## src/rtl/mux_4_1_rr_arbiter.sv

```systemverilog
// Round-robin arbiter driving the select lines of a shared 4:1 mux.
// Grant tenure is bounded by MAX_HOLD cycles whenever another requester is waiting.
module mux_4_1_rr_arbiter #(
    parameter int unsigned MAX_HOLD = 4,
    parameter int unsigned CNT_W    = 8
) (
    input  logic             clk,
    input  logic             rst,
    input  logic [3:0]       req,
    output logic [3:0]       grant,
    output logic             s1,
    output logic             s0,
    output logic             busy,
    output logic [CNT_W-1:0] hold_cnt
);

    typedef enum logic [0:0] {
        ST_IDLE  = 1'b0,
        ST_GRANT = 1'b1
    } state_t;

    state_t           state_r;
    logic [1:0]       ptr_r;
    logic [1:0]       sel_r;
    logic [3:0]       grant_r;
    logic             busy_r;
    logic [CNT_W-1:0] hold_r;

    logic [3:0]       scan_vec_s;
    logic [1:0]       scan_base_s;
    logic [2:0]       pick_s;
    logic             win_valid_s;
    logic [1:0]       win_idx_s;
    logic             at_limit_s;

    function automatic logic [3:0] onehot(input logic [1:0] idx);
        return 4'b0001 << idx;
    endfunction

    // Returns {found, index}; offsets are walked farthest-first so the nearest
    // requester after base wins, with base itself considered last.
    function automatic logic [2:0] rr_pick(input logic [3:0] vec, input logic [1:0] base);
        logic [2:0] res;
        logic [1:0] idx;
        res = 3'b000;
        for (int i = 4; i >= 1; i--) begin
            idx = base + 2'(i);
            if (vec[idx]) begin
                res = {1'b1, idx};
            end else begin
                res = res;
            end
        end
        return res;
    endfunction

    // Scan source: from the pointer when idle, from the holder (excluded) when granting.
    always_comb begin
        scan_vec_s  = req;
        scan_base_s = ptr_r;
        if (state_r == ST_GRANT) begin
            scan_vec_s  = req & ~onehot(sel_r);
            scan_base_s = sel_r;
        end else begin
            scan_vec_s  = req;
            scan_base_s = ptr_r;
        end
    end

    assign pick_s      = rr_pick(scan_vec_s, scan_base_s);
    assign win_valid_s = pick_s[2];
    assign win_idx_s   = pick_s[1:0];
    assign at_limit_s  = (hold_r >= CNT_W'(MAX_HOLD));

    // Arbitration state machine with registered grant, select, busy and hold count.
    always_ff @(posedge clk) begin
        if (rst) begin
            state_r <= ST_IDLE;
            ptr_r   <= 2'd3;
            sel_r   <= 2'd0;
            grant_r <= 4'b0000;
            busy_r  <= 1'b0;
            hold_r  <= '0;
        end else begin
            case (state_r)
                ST_IDLE: begin
                    if (win_valid_s) begin
                        state_r <= ST_GRANT;
                        sel_r   <= win_idx_s;
                        grant_r <= onehot(win_idx_s);
                        busy_r  <= 1'b1;
                        hold_r  <= CNT_W'(1);
                    end else begin
                        state_r <= ST_IDLE;
                    end
                end
                ST_GRANT: begin
                    if (!req[sel_r]) begin
                        ptr_r <= sel_r;
                        if (win_valid_s) begin
                            sel_r   <= win_idx_s;
                            grant_r <= onehot(win_idx_s);
                            hold_r  <= CNT_W'(1);
                        end else begin
                            state_r <= ST_IDLE;
                            grant_r <= 4'b0000;
                            busy_r  <= 1'b0;
                            hold_r  <= '0;
                        end
                    end else if (at_limit_s) begin
                        // Tenure exhausted: rotate only if someone else is waiting.
                        if (win_valid_s) begin
                            ptr_r   <= sel_r;
                            sel_r   <= win_idx_s;
                            grant_r <= onehot(win_idx_s);
                            hold_r  <= CNT_W'(1);
                        end else begin
                            hold_r  <= CNT_W'(MAX_HOLD);
                        end
                    end else begin
                        hold_r <= hold_r + CNT_W'(1);
                    end
                end
                default: begin
                    state_r <= ST_IDLE;
                    grant_r <= 4'b0000;
                    busy_r  <= 1'b0;
                    hold_r  <= '0;
                end
            endcase
        end
    end

    assign grant    = grant_r;
    assign s1       = sel_r[1];
    assign s0       = sel_r[0];
    assign busy     = busy_r;
    assign hold_cnt = hold_r;

endmodule

```

## config.mk

```make
export PLATFORM = sky130hd
export DESIGN_NAME = mux_4_1_rr_arbiter
export DESIGN_NICKNAME = d
export VERILOG_FILES = /design/src/rtl/mux_4_1_rr_arbiter.sv
export SDC_FILE = /design/constraint.sdc
export NUM_CORES = 1
export LEC_CHECK = 0
export CAP_MARGIN = 30
export CELL_PAD_IN_SITES_DETAIL_PLACEMENT = 1
export CELL_PAD_IN_SITES_GLOBAL_PLACEMENT = 1
export CORE_MARGIN = 4
export CORE_UTILIZATION = 40
export CTS_BUF_LIST = sky130_fd_sc_hd__clkbuf_4
export DETAILED_ROUTE_END_ITERATION = 16
export PLACE_DENSITY_LB_ADDON = 0.2
export SLEW_MARGIN = 15
export SYNTH_ARGS = -nofsm -noshare
export SYNTH_HDL_FRONTEND = slang
export SYNTH_SLANG_ARGS = --single-unit
```

## constraint.sdc

```tcl
create_clock -name clk -period 2.3 [get_ports clk]
set_input_delay 0.23 -clock clk [delete_from_list [all_inputs] [get_ports clk]]
set_output_delay 0.23 -clock clk [all_outputs]
set_load 0.02 [all_outputs]
```

==> reports/results.ini <==
[status]
outcome=completed

[power]
total_power_mw=1.15
power_leakage_nw=0.580
p_comb_share_pct=50.9
cellPowerDensity_nw_per_um2=811
internal_power_mw=0.703
power.switching_fraction_pct=39.1
p_seq_share_pct=35.4
power.clock.fraction_pct=13.8
max-vdd-ir-drop_v=0.000552
power.net_switching_mw=0.451

[sta]
period_needed_ns=2.07
setup_viol=0
fmaxAchievable_mhz=483
final_critical_path_setup_slack_ns=0.229
worst_clock_skew_ns=0.0120
max_slew_margin_pct=57.8
tightestPinTransition_ns=0.627
timing.hold.ws_ns=0.483
slew_viols_final=0
grt_setup_unrepaired=no
final_hold_viol_count=0
setup_tns_ns=0
layout_worst_path_cycle_share_pct=90.1

[floorplan]
die_y_um=60.4
initial_utilization_pct=43.2
fp.coreArea_um2=2540
number_of_rows_in_the_core_area=18
die_area_um2=3650
die-width_um=60.4
top_level_ports=21

[placement]
numPortBuffers=20
cell_count_after_placement=177
detailedPlacementHpwl_um=2380
placer_congestion=0.941
placedInstanceArea_um2=1400
worst_slack_at_placement_ns=0.0327

[final_layout]
layout.cells.most_common=sky130_fd_sc_hd__clkdlybuf4s50_1
areaGrowthSynthToFinish_pct=29.5
design.final.nets=160
layout_common_cells=20 x sky130_fd_sc_hd__clkdlybuf4s50_1, 18 x sky130_fd_sc_hd__dfxtp_1, 13 x sky130_fd_sc_hd__nor2_1
final-instance-count-excl-fill=181
diodes=0
post-route-cell-area_um2=1420
drive_gt1_share_pct=16.6
final_core_util_pct=55.9

[routing]
routedWlPerCell_um=16.8
detail_route.iter0.violations=41
drc_errors=0
drt-vias-per-instance=5.82
drtAntennaViolNets=0
dr_total_vias=1054
drtPass1Iterations=4
routed_wl_um=3040

[clocking]
cts_hold_repair.buffers=0
cts_inserted_buffers=3
tritoncts=yes
postCtsSetupRepairBufs=0
cts_htree_levels=1
clock-sinks=18
worstSkewPairLatency_ns=0.30
ctsRootBufferMaster=sky130_fd_sc_hd__clkbuf_4
clkTransAtPathRegs_ns=0.11
postCtsResizedCells=0
clk_path_buf_depth=2

[critical_path]
timing.critical_path.to=grant[0]
worstSetupStartpointType=flop
r2r_start=sel_r[0]
rr_endpoint=grant[0]
r2r_slack_ns=0.23
crit_arrival_ns=2.31
critical_path.endpoint_type=flop
required_ns=2.53
cp_class=flop to flop
reg2reg_depth=6
setup.worst_path.start=sel_r[0]
worstPathMaxFanout=8

[global_routing]
grt_pass1_vias=1098
grt_first_pass_wirelength_um=5290
overflow=0
grt_max_degree=17
number_of_antenna_violations_at_the_first_check_in_global_routing=0
grt_usage_pct=19.2

[logic_synthesis]
async_reset_ff_share_pct=0
synth-edff-count=0
ys_seq_area_share_pct=32.8
synth.ff_latch_count=18
synthesized_net_count=130
syn-instance-count=122
synth_area_um2=1100
synthesized_area_per_cell_um2=9.01
synthFlopType=sky130_fd_sc_hd__dfxtp_1
synth.distinct_cells=45
yosysWarnings=0

[hold_path]
min-delay-path-class=flop to flop
timing.hold.worst_path_depth=1
worst_hold_startpoint=grant[1]

[flow_run]
maxCapViolCount=0

critical path, cell delays in order, from the launching register on:
cell and delay [ns]:
sky130_fd_sc_hd__dfxtp_1 0.40, sky130_fd_sc_hd__buf_12 0.17, sky130_fd_sc_hd__mux2i_1 0.27, sky130_fd_sc_hd__o22ai_1 0.21, sky130_fd_sc_hd__or3_4 0.45, sky130_fd_sc_hd__a211oi_4 0.31, sky130_fd_sc_hd__a22o_1 0.19
registers in the layout (all words and copies together) (netlist names):
signal    cells
grant         4
busy          1
hold_cnt      8
state_r       1
sel_r         2
ptr_r         2
metal layers:
metal	track usage, %	wire length [um]	vias up
met5	0	0	-
met4	5.57	28	0
met1	24.0	1390	511
li1	-	-	519
met3	3.40	91	4
met2	33.8	1530	20
worst min-delay path by stage:
stage / end / slack [ns]
2_1_floorplan: ptr_r[1] / 0.52
3_3_place_gp: grant[1] / 0.47
4_1_cts: grant[1] / 0.49
5_1_grt: grant[1] / 0.52
6_report: grant[1] / 0.48
3_5_place_dp: grant[1] / 0.46
power by group through the flow:
stage / clock, mW / combinational (mW) / sequential (mW)
detailed placement: 0 / 0.585 / 0.416
floorplan: 0 / 0.348 / 0.442
global route: 0.187 / 0.634 / 0.417
CTS: 0.169 / 0.589 / 0.409
global placement: 0 / 0.575 / 0.415
finish: 0.159 / 0.587 / 0.408
cell usage after synthesis (2+ instances only):
cell type	instances	area, um^2
sky130_fd_sc_hd__a21oi_1	4	20.0
sky130_fd_sc_hd__a22o_1	4	35.0
sky130_fd_sc_hd__a311oi_1	2	17.5
sky130_fd_sc_hd__and3_1	3	18.8
sky130_fd_sc_hd__buf_6	2	22.5
sky130_fd_sc_hd__clkbuf_1	3	11.3
sky130_fd_sc_hd__dfxtp_1	18	360
sky130_fd_sc_hd__ha_1	2	25.0
sky130_fd_sc_hd__inv_1	7	26.3
sky130_fd_sc_hd__mux2i_1	9	90.1
sky130_fd_sc_hd__nand2_1	9	33.8
sky130_fd_sc_hd__nand2b_1	2	12.5
sky130_fd_sc_hd__nand3_1	3	15.0
sky130_fd_sc_hd__nand4_1	2	12.5
sky130_fd_sc_hd__nor2_1	13	48.8
sky130_fd_sc_hd__nor3_1	3	15.0
sky130_fd_sc_hd__nor4_1	2	12.5
sky130_fd_sc_hd__o211a_1	2	20.0
sky130_fd_sc_hd__o21ai_0	3	15.0
sky130_fd_sc_hd__o22ai_1	3	18.8
sky130_fd_sc_hd__o32ai_1	2	17.5
layout make-up:
| cell class | count | area [um^2] |
|---|---|---|
| Fill cell | 307 | 1120 |
| Tap cell | 30 | 37.5 |
| Clock buffer | 3 | 22.5 |
| Inverter | 7 | 26.3 |
| Clock inverter | 1 | 3.75 |
| Timing Repair Buffer | 32 | 303 |
| Multi-Input combinational cell | 90 | 671 |
| Sequential cell | 18 | 360 |
cells by family (layout without fill, tap and decap cells):
group | count (synthesis) | in the layout | share of synthesized area, %
compound gates | 34 | 34 | 26.6
buf+inv | 14 | 43 | 6.26
fa+ha+maj | 2 | 2 | 2.27
flops | 18 | 18 | 32.8
simple gates | 42 | 42 | 19.5
mux | 12 | 12 | 12.6
Power figures use the tool's default switching activity.
